File: config.mk
export PLATFORM = sky130hd
export DESIGN_NAME = weekday_ctrl
export DESIGN_NICKNAME = d
export VERILOG_FILES = /design/src/rtl/watch_pkg.sv /design/src/rtl/weekday_ctrl_btn_repeat.sv /design/src/rtl/weekday_ctrl.sv
export SDC_FILE = /design/constraint.sdc
export NUM_CORES = 1
export LEC_CHECK = 0
export CAP_MARGIN = 0
export CORE_UTILIZATION = 50
export CTS_CLUSTER_DIAMETER = 80
export DETAILED_ROUTE_END_ITERATION = 10
export GPL_TIMING_DRIVEN = 1
export MAX_ROUTING_LAYER = met4
export PLACE_DENSITY = 0.73
export SLEW_MARGIN = 20
export SYNTH_ARGS = -nofsm -noshare
export SYNTH_HDL_FRONTEND = slang
export SYNTH_SLANG_ARGS = --single-unit
File: constraint.sdc
create_clock -name clk -period 5.13 [get_ports clk]
set_input_delay 0.513 -clock clk [delete_from_list [all_inputs] [get_ports clk]]
set_output_delay 0.513 -clock clk [all_outputs]
set_load 0.01 [all_outputs]
File: src/rtl/watch_pkg.sv
// Shared weekday types, display letter codes and day/letter helper functions
// for the watch controller.
package watch_pkg;

    typedef enum logic [2:0] {MON, TUE, WED, THU, FRI, SAT, SUN} day_t;
    typedef enum logic {RUN, EDIT} mode_t;
    typedef logic [3:0][3:0] letters_t;

    localparam int DAYS = 7;

    localparam logic [3:0] C_SPACE = 4'd0;
    localparam logic [3:0] C_A     = 4'd1;
    localparam logic [3:0] C_D     = 4'd2;
    localparam logic [3:0] C_E     = 4'd3;
    localparam logic [3:0] C_F     = 4'd4;
    localparam logic [3:0] C_H     = 4'd5;
    localparam logic [3:0] C_I     = 4'd6;
    localparam logic [3:0] C_N     = 4'd7;
    localparam logic [3:0] C_O     = 4'd8;
    localparam logic [3:0] C_P     = 4'd9;
    localparam logic [3:0] C_R     = 4'd10;
    localparam logic [3:0] C_S     = 4'd11;
    localparam logic [3:0] C_T     = 4'd12;
    localparam logic [3:0] C_U     = 4'd13;
    localparam logic [3:0] C_M     = 4'd14;
    localparam logic [3:0] C_W     = 4'd15;

    // Element [3] is the leftmost display position.
    function automatic letters_t day_letters(input day_t d);
        case (d)
            MON:     return {C_M, C_O, C_N, C_SPACE};
            TUE:     return {C_T, C_U, C_E, C_SPACE};
            WED:     return {C_W, C_E, C_D, C_SPACE};
            THU:     return {C_T, C_H, C_U, C_SPACE};
            FRI:     return {C_F, C_R, C_I, C_SPACE};
            SAT:     return {C_S, C_A, C_T, C_SPACE};
            SUN:     return {C_S, C_U, C_N, C_SPACE};
            default: return {C_SPACE, C_SPACE, C_SPACE, C_SPACE};
        endcase
    endfunction

    function automatic day_t day_inc(input day_t d);
        return (d == SUN) ? MON : day_t'(d + 3'd1);
    endfunction

    function automatic day_t day_dec(input day_t d);
        return (d == MON) ? SUN : day_t'(d - 3'd1);
    endfunction

endpackage

File: src/rtl/weekday_ctrl_btn_repeat.sv
// Step-pulse generator for one button: a pulse on the press, then auto-repeat.
// Step is combinational from registered state and the current button level.
module btn_repeat #(
    parameter int REPEAT_DLY = 500,
    parameter int REPEAT_PER = 100
) (
    input  logic clk,
    input  logic reset_n,
    input  logic clr,
    input  logic btn,
    output logic step
);

    localparam int CMAX = (REPEAT_DLY > REPEAT_PER) ? REPEAT_DLY : REPEAT_PER;
    localparam int CW   = $clog2(CMAX + 1);
    localparam logic [CW-1:0] DLY_C = CW'(REPEAT_DLY);
    localparam logic [CW-1:0] PER_C = CW'(REPEAT_PER);
    localparam logic [CW-1:0] ONE_C = CW'(1);

    logic          btn_q;
    logic [CW-1:0] cnt_q, cnt_d;
    logic          rep_q, rep_d;
    logic [CW-1:0] target;

    // cnt_q == 0 means idle: a button still held after clr stays silent until released.
    always_comb begin
        cnt_d  = cnt_q;
        rep_d  = rep_q;
        step   = 1'b0;
        target = rep_q ? PER_C : DLY_C;
        if (clr || !btn) begin
            cnt_d = '0;
            rep_d = 1'b0;
        end else if (!btn_q) begin
            step  = 1'b1;
            cnt_d = ONE_C;
            rep_d = 1'b0;
        end else if (cnt_q != '0) begin
            if (cnt_q == target) begin
                step  = 1'b1;
                cnt_d = ONE_C;
                rep_d = 1'b1;
            end else begin
                cnt_d = cnt_q + ONE_C;
            end
        end
    end

    always_ff @(posedge clk or negedge reset_n) begin
        if (!reset_n) begin
            btn_q <= 1'b0;
            cnt_q <= '0;
            rep_q <= 1'b0;
        end else begin
            btn_q <= btn;
            cnt_q <= cnt_d;
            rep_q <= rep_d;
        end
    end

endmodule

File: src/rtl/weekday_ctrl.sv
// Weekday register with RUN/EDIT mode, auto-repeat stepping and 4-letter display codes.
// All outputs registered (one-edge latency); WEEKDAY_BLINK_EN adds the EDIT-mode blink.
module weekday_ctrl
    import watch_pkg::*;
#(
    parameter int START_DAY  = 0,
    parameter int REPEAT_DLY = 500,
    parameter int REPEAT_PER = 100,
    parameter int BLINK_HALF = 250
) (
    input  logic       clk,
    input  logic       reset_n,
    input  logic       start,
    input  logic       up,
    input  logic       down,
    input  logic       day_tick,
    input  logic       load_en,
    input  logic [2:0] load_day,
    output logic [2:0] cur_day,
    output logic       edit_mode,
    output logic [3:0] letter0,
    output logic [3:0] letter1,
    output logic [3:0] letter2,
    output logic [3:0] letter3
);

    localparam day_t RST_DAY = day_t'(3'(START_DAY));

    if (REPEAT_DLY < 2 || REPEAT_PER < 1 || BLINK_HALF < 1 || START_DAY > 6) begin : g_bad_param
        $error("weekday_ctrl: illegal parameter value");
    end

    mode_t    mode_q, mode_d;
    day_t     day_q, day_d;
    logic     pend_q, pend_d;
    logic     start_q;
    letters_t letters_q, letters_d;
    logic     toggle, clr, load_ok, step_up, step_dn;

    assign toggle  = start && !start_q;
    assign clr     = toggle || (mode_q == RUN);
    assign load_ok = load_en && (int'(load_day) < DAYS);

    btn_repeat #(.REPEAT_DLY(REPEAT_DLY), .REPEAT_PER(REPEAT_PER)) u_up (
        .clk(clk), .reset_n(reset_n), .clr(clr), .btn(up), .step(step_up)
    );

    btn_repeat #(.REPEAT_DLY(REPEAT_DLY), .REPEAT_PER(REPEAT_PER)) u_dn (
        .clk(clk), .reset_n(reset_n), .clr(clr), .btn(down), .step(step_dn)
    );

    always_comb begin
        mode_d = mode_q;
        day_d  = day_q;
        pend_d = pend_q;
        if (toggle) begin
            mode_d = (mode_q == RUN) ? EDIT : RUN;
        end
        if (load_ok) begin
            day_d  = day_t'(load_day);
            pend_d = 1'b0;
        end else if (mode_q == EDIT) begin
            if (toggle) begin
                // Exit cycle: pending and coincident ticks merge into a single advance.
                if (pend_q || day_tick) begin
                    day_d = day_inc(day_q);
                end
                pend_d = 1'b0;
            end else begin
                if (step_up && !step_dn) begin
                    day_d = day_inc(day_q);
                end else if (step_dn && !step_up) begin
                    day_d = day_dec(day_q);
                end
                if (day_tick) begin
                    pend_d = 1'b1;
                end
            end
        end else if (day_tick) begin
            day_d = day_inc(day_q);
        end
    end

`ifdef WEEKDAY_BLINK_EN
    localparam int BW = $clog2(BLINK_HALF + 1);
    localparam logic [BW-1:0] BLAST_C = BW'(BLINK_HALF - 1);

    logic [BW-1:0] bcnt_q, bcnt_d;
    logic          vis_q, vis_d;
    logic          restart;

    assign restart = toggle || load_ok || ((mode_q == EDIT) && (step_up || step_dn));

    always_comb begin
        bcnt_d    = bcnt_q;
        vis_d     = vis_q;
        letters_d = day_letters(day_d);
        if (mode_d == RUN || restart) begin
            bcnt_d = '0;
            vis_d  = 1'b1;
        end else if (bcnt_q == BLAST_C) begin
            bcnt_d = '0;
            vis_d  = !vis_q;
        end else begin
            bcnt_d = bcnt_q + BW'(1);
        end
        if (!vis_d) begin
            letters_d = '0;
        end
    end

    always_ff @(posedge clk or negedge reset_n) begin
        if (!reset_n) begin
            bcnt_q <= '0;
            vis_q  <= 1'b1;
        end else begin
            bcnt_q <= bcnt_d;
            vis_q  <= vis_d;
        end
    end
`else
    always_comb begin
        letters_d = day_letters(day_d);
    end
`endif

    always_ff @(posedge clk or negedge reset_n) begin
        if (!reset_n) begin
            mode_q    <= RUN;
            day_q     <= RST_DAY;
            pend_q    <= 1'b0;
            start_q   <= 1'b0;
            letters_q <= day_letters(RST_DAY);
        end else begin
            mode_q    <= mode_d;
            day_q     <= day_d;
            pend_q    <= pend_d;
            start_q   <= start;
            letters_q <= letters_d;
        end
    end

    assign cur_day   = day_q;
    assign edit_mode = (mode_q == EDIT);
    assign letter0   = letters_q[3];
    assign letter1   = letters_q[2];
    assign letter2   = letters_q[1];
    assign letter3   = letters_q[0];

endmodule
# Word level (Yosys, flattened, before mapping)
# Index checks and enable logic that the tools add are counted.
totals:
  out_inout_bits: 20
  register_bits: 44
op_classes:
  n_lt_le_gt_ge: 1
  bitwise: 1
  n_eq_ne: 13
  muxes: 41
  add_sub_neg: 4
  n_reduce_logical: 22
ops:
  columns: ["operator", "count"]
  rows:
  - ["16-bit one-hot mux with 7 select lines", 1]
  - ["9-bit two-way mux", 10]
  - ["3-bit two-way mux", 9]
  - ["1-bit two-way mux", 21]
  - ["9-bit by 1-bit adder with 9-bit output, second input constant", 2]
  - ["9-bit equality test", 2]
  - ["9-bit nonzero test", 2]
  - ["3-bit equality test, second input constant", 4]
  - ["3-bit != test, second input constant", 4]
  - ["3-bit by 2-bit equality test with 1-bit output, second input constant", 2]
  - ["3-bit logical NOT", 2]
  - ["2-bit AND reduction", 3]
  - ["1-bit logical NOT", 5]
  - ["1-bit logical AND", 4]
  - ["1-bit logical OR", 4]
  - ["3-bit by 1-bit adder with 3-bit output, second input constant", 1]
  - ["3-bit by 1-bit equality test with 1-bit output, second input constant", 1]
  - ["3-bit less-than comparator, second input constant", 1]
  - ["3-bit nonzero test", 1]
  - ["3-bit by 1-bit subtractor with 3-bit output, second input constant", 1]
  - ["2-bit nonzero test", 1]
  - ["1-bit NOT", 1]

# Longest topological paths before layout
# Gate-level depths: netlist (run 1).
logic_depth:
  word_depth: 15
  ltp_mapped: 10
  ltp_nobuf: 9

# Hierarchy
# From an unflattened synthesis (run 1), not the netlist that was laid out.
unflattened:
  hier_cells: 246
  hier_area_um2: 2454.9
modules_own_cells:
  columns: ["module", "n_inst", "cells_each", "seq_area_each_um2", "area_each_um2"]
  rows:
  - ["btn_repeat", 2, 65, 275.3, 673.1]
  - ["weekday_ctrl", 1, 116, 459.2, 1108.6]

# Worst setup path after synthesis (run 1)
# OpenSTA, ideal clock, no wires.
synth_path:
  kind: "register to register"
  from: "register u_up.cnt_q[4]"
  to: "register letters_q (netlist bit letter1[0])"
  slack_ns: 2.489
  arrival_time_ns: 2.522
  required_time_ns: 5.011
  stages_incl_launch_ff: 9
  path_cell_list: "dfrtp_1 or4b_4 a211o_1 a21o_1 a311o_1 a311oi_2 buf_6 nand4b_1 o21a_1"
synth_rtl:
  columns: ["item", "line_no", "text"]
  rows:
  - ["start: declaration", "weekday_ctrl_btn_repeat.sv:21", "logic [CW-1:0] cnt_q, cnt_d;"]
  - ["start signal: assignment", "weekday_ctrl_btn_repeat.sv:56", "cnt_q <= cnt_d;"]
  - ["end signal: assignment", "weekday_ctrl.sv:133", "letters_q <= day_letters(RST_DAY);"]
  - ["end signal: assignment", "weekday_ctrl.sv:139", "letters_q <= letters_d;"]
  - ["end: declaration", "weekday_ctrl.sv:37", "letters_t letters_q, letters_d;"]

==> flow_metrics.env, run 1 <==
export IMPL_max_slew_margin_pct=34.71
export IMPL_tritoncts="done"
export IMPL_die_width_um=70.10
export IMPL_drt_total_wl_mm=4.596
export IMPL_holdCritPathClass="input port to asynchronous set/reset pin"
export IMPL_seq_area_frac_synth_pct=43.55
export IMPL_postLayoutCellArea_um2=2655
export IMPL_max_clock_freq_ghz=0.3261
export IMPL_clock_latency_of_the_later_clocked_register_in_the_worst_skew_pair_ns=0.29
export IMPL_cts_setup_buffers=0
export IMPL_antenna_found_initial=0
export IMPL_post_synth_top_count_cell="sky130_fd_sc_hd__dfrtp_1"
export IMPL_cts_root_buffer="sky130_fd_sc_hd__clkbuf_8"
export IMPL_h_tree_depth=2
export IMPL_std_cell_rows=24
export IMPL_critical_path_max_fanout=11
export IMPL_place_congestion=0.9755
export IMPL_highest_layer="met4"
export IMPL_final_seq_area_um2=1010
export IMPL_netlist_instances=239
export IMPL_drcViolationCount=0
export IMPL_period_share_pct=59.77
export IMPL_drt_pass1_iterations=4
export IMPL_wl_met2_mm=2.149
export IMPL_cp_arrival_ns=3.25
export IMPL_globalRouteTotalUtil_pct=21.23
export IMPL_fin_nets=282
export IMPL_routed_via_density=5.611
export IMPL_startpoint_type="register"
export IMPL_cts_hold_buffers=0
export IMPL_final_fill_count=405
export IMPL_first_iter_violations=101
export IMPL_static_leakage_power_nw=1.109
export IMPL_met3RoutedLength_um=123
export IMPL_ctsResizeCount=0
export IMPL_cp_required_ns=5.32
export IMPL_route_layer_met1_wl_mm=2.256
export IMPL_post_synth_top_area_cell="sky130_fd_sc_hd__dfrtp_1"
export IMPL_worst_clock_skew_ns=0.005645
export IMPL_tightest_slew_ns=0.9703
export IMPL_first_global_vias=1789
export IMPL_ctsLongestPathBuffers=2
export IMPL_ir_worst_vdd_mv=0.2607
export IMPL_cts_buffers=5
export IMPL_initial_core_util_pct=52.52
export IMPL_setup_worst_path_class="register to register"
export IMPL_finalPower_mw=1.212
export IMPL_cap_violations=0
export IMPL_io_pin_count=30
export IMPL_grt_max_degree=41
export IMPL_grt_pass1_wl_mm=8.093
export IMPL_numClockSinks=40
export IMPL_vias=1773
export IMPL_post_layout_nonfiller_instances=316
export IMPL_number_of_enable_type_register_cells_in_the_synthesized_netlist=0
export IMPL_multiInputGateArea_um2=1167
export IMPL_core_area_um2=4414
export IMPL_antenna_cells_inserted=0
export IMPL_final_critical_path_required_period_ns=3.066
export IMPL_synth_cell_type_count=57
export IMPL_synthArstFlopShare_pct=100.0
export IMPL_outcome="complete, no violations"
export IMPL_grt_setup_unrepaired="false"
export IMPL_synth_commonest_cells="sky130_fd_sc_hd__dfrtp_1, sky130_fd_sc_hd__nor2_1, sky130_fd_sc_hd__nand3_1"
export IMPL_power_per_cell_area_nw_per_um2=456.6
export IMPL_port_buffer_count=25
export IMPL_postPlaceCellArea_um2=2544
export IMPL_mappedNetlistArea_um2=2318
export IMPL_placed_cells=308
export IMPL_synth_top_area_share_pct=35.62
export IMPL_setup_worst_path_end_class="register"
export IMPL_synth_ff_latch_count=40
export IMPL_postSynth_topFlopCell="sky130_fd_sc_hd__dfrtp_1"
export IMPL_gr_total_overflow=0
export IMPL_die_y_um=70.10
export IMPL_ys_warnings_count=0
export IMPL_finalHoldViolCount=0
export IMPL_cts_reportedPaths_clkPinSlew_ns=0.08
export IMPL_synthTopCellsByArea="sky130_fd_sc_hd__dfrtp_1, sky130_fd_sc_hd__dfstp_2, sky130_fd_sc_hd__ha_1"
export IMPL_routedWlPerCell_um=14.54
export IMPL_design_die_area_um2=4913
export IMPL_place_detailed_hpwl_mm=3.226
export IMPL_mapped_avg_cell_area_um2=9.701
export IMPL_finalSetupTns_ns=0
export IMPL_timing_max_transition_violations_final=0
export IMPL_drive_gt1_share_pct=12.12
export IMPL_setup_viol_count_final=0
export IMPL_area_growth_pct=14.52
export IMPL_route_antenna_remaining_nets=0
export IMPL_final_hold_slack_ns=0.3296
==> logic make-up after synthesis <==
family	after synthesis	share of synthesized area (%)
flip-flops	40	43.55
AO/OA/AOI/OAI	52	15.87
AND/OR/NAND/NOR	91	20.56
XOR/XNOR	15	5.666
buffers and inverters	25	6.584
multiplexers	6	2.752
other	1	0.1617
adder cells (fa/ha/maj)	9	4.857
==> worst max-delay path, stage by stage (launching register included) <==
cell	delay, ns
sky130_fd_sc_hd__dfrtp_1	0.44
sky130_fd_sc_hd__or4b_4	0.55
sky130_fd_sc_hd__a211o_1	0.38
sky130_fd_sc_hd__a21o_1	0.22
sky130_fd_sc_hd__a311o_1	0.35
sky130_fd_sc_hd__a311oi_2	0.65
sky130_fd_sc_hd__nand4b_1	0.21
sky130_fd_sc_hd__o21a_1	0.15
==> per-stage QoR <==
stage,setup slack [ns],utilization [%]
6_report,2.064,60.15
2_1_floorplan,2.489,-
3_5_place_dp,1.960,57.62
3_3_place_gp,2.030,57.62
5_1_grt,1.855,60.15
4_1_cts,2.088,60.15
==> worst paths after layout <==
kind / from / endpoint / slack (ns) / cells past startpoint
worst min register to register: u_up.rep_q / u_up.rep_q / 0.54 / 2
worst min-delay path: reset_n / u_up.cnt_q[5] / 0.33 / 1
worst max register to register: u_up.cnt_q[4] / letter1[0] / 2.06 / 7
worst max-delay path: u_up.cnt_q[4] / letter1[0] / 2.06 / 7
min in group clk: u_up.rep_q / u_up.rep_q / 0.54 / 2
max in group asynchronous: reset_n / letter0[0] / 4.25 / 1
==> routing by layer <==
metal | vias up | global-route usage, %
met2 | 27 | 32.37
met1 | 852 | 28.09
met4 | 0 | 8.000
li1 | 888 | -
met5 | - | -
met3 | 6 | 4.185
==> flip-flops by register name, indices dropped and copies added (netlist names) <==
register / flops
letter2: 4
edit_mode: 1
u_dn.btn_q: 1
start_q: 1
letter1: 4
u_dn.cnt_q: 9
pend_q: 1
letter0: 4
u_up.btn_q: 1
u_dn.rep_q: 1
u_up.cnt_q: 9
u_up.rep_q: 1
cur_day: 3
==> cells in the final DEF (no fill, tap or decap), types with 4 or more instances in the layout <==
cell	instances
sky130_fd_sc_hd__clkdlybuf4s50_1	24
sky130_fd_sc_hd__nand3_1	16
sky130_fd_sc_hd__xnor2_1	5
sky130_fd_sc_hd__dfrtp_1	33
sky130_fd_sc_hd__nor3_1	8
sky130_fd_sc_hd__nand2_1	15
sky130_fd_sc_hd__conb_1	4
sky130_fd_sc_hd__xor2_1	10
sky130_fd_sc_hd__nor2_1	23
sky130_fd_sc_hd__dfstp_2	7
sky130_fd_sc_hd__ha_1	9
sky130_fd_sc_hd__a211oi_1	6
sky130_fd_sc_hd__and2_1	4
sky130_fd_sc_hd__inv_1	13
sky130_fd_sc_hd__o21ai_0	10
sky130_fd_sc_hd__clkbuf_8	5
sky130_fd_sc_hd__a21oi_1	10
==> power by group <==
| part | switching, mW | leakage [nW] | total, mW | internal [mW] |
|---|---|---|---|---|
| logic | 0.242 | 0.547 | 0.485 | 0.243 |
| registers | 0.0673 | 0.508 | 0.467 | 0.400 |
| clock network | 0.116 | 0.0541 | 0.260 | 0.144 |
| total | 0.426 | 1.11 | 1.21 | 0.787 |
==> final cells by class <==
class                   count  share of cell area [%]
clock inverters             3                   1.602
repair buffers             26                   9.519
inverters                  13                   1.838
flip-flops and latches     40                   38.03
clock buffers               5                   2.592
well taps                  52                   2.451
multi-input cells         177                   43.97
(Power assumes the default switching activity.)
==> inputs of run 2 (changes only) <==
--- a/config.mk
+++ b/config.mk
@@ -11,7 +11,7 @@
 export DETAILED_ROUTE_END_ITERATION = 10
 export GPL_TIMING_DRIVEN = 1
 export MAX_ROUTING_LAYER = met4
-export PLACE_DENSITY = 0.73
+export PLACE_DENSITY = 0.76
 export SLEW_MARGIN = 20
 export SYNTH_ARGS = -nofsm -noshare
 export SYNTH_HDL_FRONTEND = slang
==> constraint.sdc (replaced) <==
create_clock -name clk -period 2.75 [get_ports clk]
set_input_delay 0.275 -clock clk [delete_from_list [all_inputs] [get_ports clk]]
set_output_delay 0.275 -clock clk [all_outputs]
set_load 0.01 [all_outputs]
==> flow_metrics.env, run 2 (synthesis results as in run 1) <==
export IMPL_outcome="finished, violations left"
export IMPL_violated_checks="setup timing"
export IMPL_swShare_pct=35.35
export IMPL_total_switching_power_uw=850.0
export IMPL_biggest_registers_after_layout="u_dn.cnt_q: 9 flops, u_up.cnt_q: 9 flops"
export IMPL_timing_critical_path_buf_inv=1
export IMPL_routedWlPerCell_um=14.58
export IMPL_initial_core_util_pct=52.52
export IMPL_tritoncts="done"
export IMPL_cts_root_buffer="sky130_fd_sc_hd__clkbuf_8"
export IMPL_final_critical_path_required_period_ns=2.766
export IMPL_max_slew_margin_pct=42.63
export IMPL_finalHoldViolCount=0
export IMPL_clock_latency_of_the_later_clocked_register_in_the_worst_skew_pair_ns=0.30
export IMPL_die_y_um=70.10
export IMPL_drt_pass1_iterations=4
export IMPL_final_seq_area_um2=1010
export IMPL_vias=1889
export IMPL_period_share_pct=100.6
export IMPL_first_iter_violations=108
export IMPL_globalRouteTotalUtil_pct=21.18
export IMPL_mostFrequentLayoutCells="sky130_fd_sc_hd__dfrtp_1, sky130_fd_sc_hd__clkdlybuf4s50_1, sky130_fd_sc_hd__nor2_1, sky130_fd_sc_hd__buf_4, sky130_fd_sc_hd__nand3_1"
export IMPL_startpoint_type="register"
export IMPL_cp_arrival_ns=2.96
export IMPL_ctsLongestPathBuffers=2
export IMPL_drive_gt1_share_pct=21.95
export IMPL_first_global_vias=1793
export IMPL_drt_total_wl_mm=4.943
export IMPL_antenna_found_initial=0
export IMPL_io_pin_count=30
export IMPL_max_clock_freq_ghz=0.3616
export IMPL_sequence_of_cells_on_the_critical_path="or4b_4 > a211o_4 > a21o_1 > a311o_1 > a311oi_2 > buf_4 > nand4b_1 > o21a_1"
export IMPL_grt_max_degree=41
export IMPL_postLayoutCellArea_um2=2893
export IMPL_worst_clock_skew_ns=0.005402
export IMPL_critical_path_max_fanout=5
export IMPL_worst_path_largest_cell_delay_ns=0.55
export IMPL_area_growth_pct=24.77
export IMPL_design_die_area_um2=4913
export IMPL_cp_required_ns=2.94
export IMPL_internal_power_mw=1.555
export IMPL_setup_worst_path_class="register to register"
export IMPL_finalPower_mw=2.405
export IMPL_setup_slack_ns=-0.01564
export IMPL_place_congestion=0.8650
export IMPL_timing_max_transition_violations_final=0
export IMPL_antenna_cells_inserted=0
export IMPL_placed_cells=326
export IMPL_clockPowerShare_pct=20.6
export IMPL_h_tree_depth=2
export IMPL_cap_violations=0
export IMPL_core_area_um2=4414
export IMPL_holdCritPathClass="input port to asynchronous set/reset pin"
export IMPL_cts_buffers=5
export IMPL_post_layout_nonfiller_instances=339
export IMPL_die_width_um=70.10
export IMPL_gr_total_overflow=0
export IMPL_std_cell_rows=24
export IMPL_numClockSinks=40
export IMPL_pwr_share_comb_pct=44.5
export IMPL_routed_via_density=5.572
export IMPL_grt_setup_unrepaired="true"
export IMPL_final_hold_slack_ns=0.08407
export IMPL_finalSetupTns_ns=-0.01564
export IMPL_multiInputGateArea_um2=1231
export IMPL_final_common_cell="sky130_fd_sc_hd__dfrtp_1"
export IMPL_critPathSlowestCell="sky130_fd_sc_hd__or4b_4"
export IMPL_postPlaceCellArea_um2=2679
export IMPL_route_antenna_remaining_nets=0
export IMPL_setup_viol_count_final=1
export IMPL_ir_worst_vdd_mv=0.6941
export IMPL_place_detailed_hpwl_mm=3.391
export IMPL_final_fill_count=356
export IMPL_drcViolationCount=0
export IMPL_timing_critical_path_max_delay_family="compound AO/OA/AOI/OAI gates"
export IMPL_setup_worst_path_end_class="register"
export IMPL_tightest_slew_ns=0.8605
export IMPL_port_buffer_count=25
export IMPL_power_share_sequential_pct=35.0
export IMPL_grt_pass1_wl_mm=8.010
export IMPL_fin_nets=305
export IMPL_power_per_cell_area_nw_per_um2=831.3
export IMPL_cts_hold_buffers=0
export IMPL_cts_reportedPaths_clkPinSlew_ns=0.08
export IMPL_static_leakage_power_nw=1.236
[run 2: cell count changes in the layout (fill, tap and decap cells not counted), sizes merged]
cell | previous run | this run
buf | 2 | 25
clkinv | 1 | 0
inv | 13 | 14
[run 2: worst paths after layout]
path | slack (ns) | start | end | cells after the start
max in group asynchronous | 2.13 | reset_n | u_up.btn_q | 1
worst max-delay path | -0.02 | u_up.cnt_q[7] | letter1[0] | 8
worst min register to register | 0.53 | u_up.rep_q | u_up.rep_q | 2
min in group clk | 0.44 | start | start_q | 1
worst min-delay path | 0.08 | reset_n | u_up.cnt_q[3] | 1
worst max register to register | -0.02 | u_up.cnt_q[7] | letter1[0] | 8
[run 2: metal layers]
metal	up-vias	GRT usage [%]	wire length, um
li1	945	-	-
met1	905	27.30	2259
met2	31	33.33	2449
met3	8	4.185	143
met4	0	7.556	91
met5	-	-	0
[run 2: worst register-to-register path, delay by kind of cell (launching register included)]
kind / cells / cell delay (ns)
buffers and inverters: 1 / 0.20
and+or+nand+nor: 2 / 0.70
AOI/OAI and AO/OA: 5 / 1.38
DFF: 1 / 0.40
[run 2: through the flow]
step	worst slack, ns	util, %
floorplan	0.1090	-
global placement	0.03451	60.69
detailed placement	0.02402	60.69
CTS	0.004065	63.29
global route	-0.07626	65.53
finish	-0.01564	65.53
[run 2: final cells by class]
type,instances,share of cell area [%]
clock buffer,5,2.379
clock inverter,3,1.600
inverter,13,1.687
multi-input combinational,177,42.56
sequential,40,34.90
tap,52,2.249
timing repair buffer,49,14.62
[run 2: power groups by stage]
| stage | sequential, mW | combinational (mW) | clock (mW) |
|---|---|---|---|
| finish | 0.841 | 1.07 | 0.494 |
| global route | 0.858 | 1.17 | 0.523 |
| CTS | 0.839 | 1.00 | 0.508 |
| detailed placement | 0.849 | 0.996 | 0 |
| global placement | 0.849 | 0.991 | 0 |
| floorplan | 0.886 | 0.586 | 0 |
[run 2: timing repair]
item                                    in CTS  in global routing
setup buffers                                0                  4
resized for setup                            0                 13
endpoints found under the setup margin       0                 12
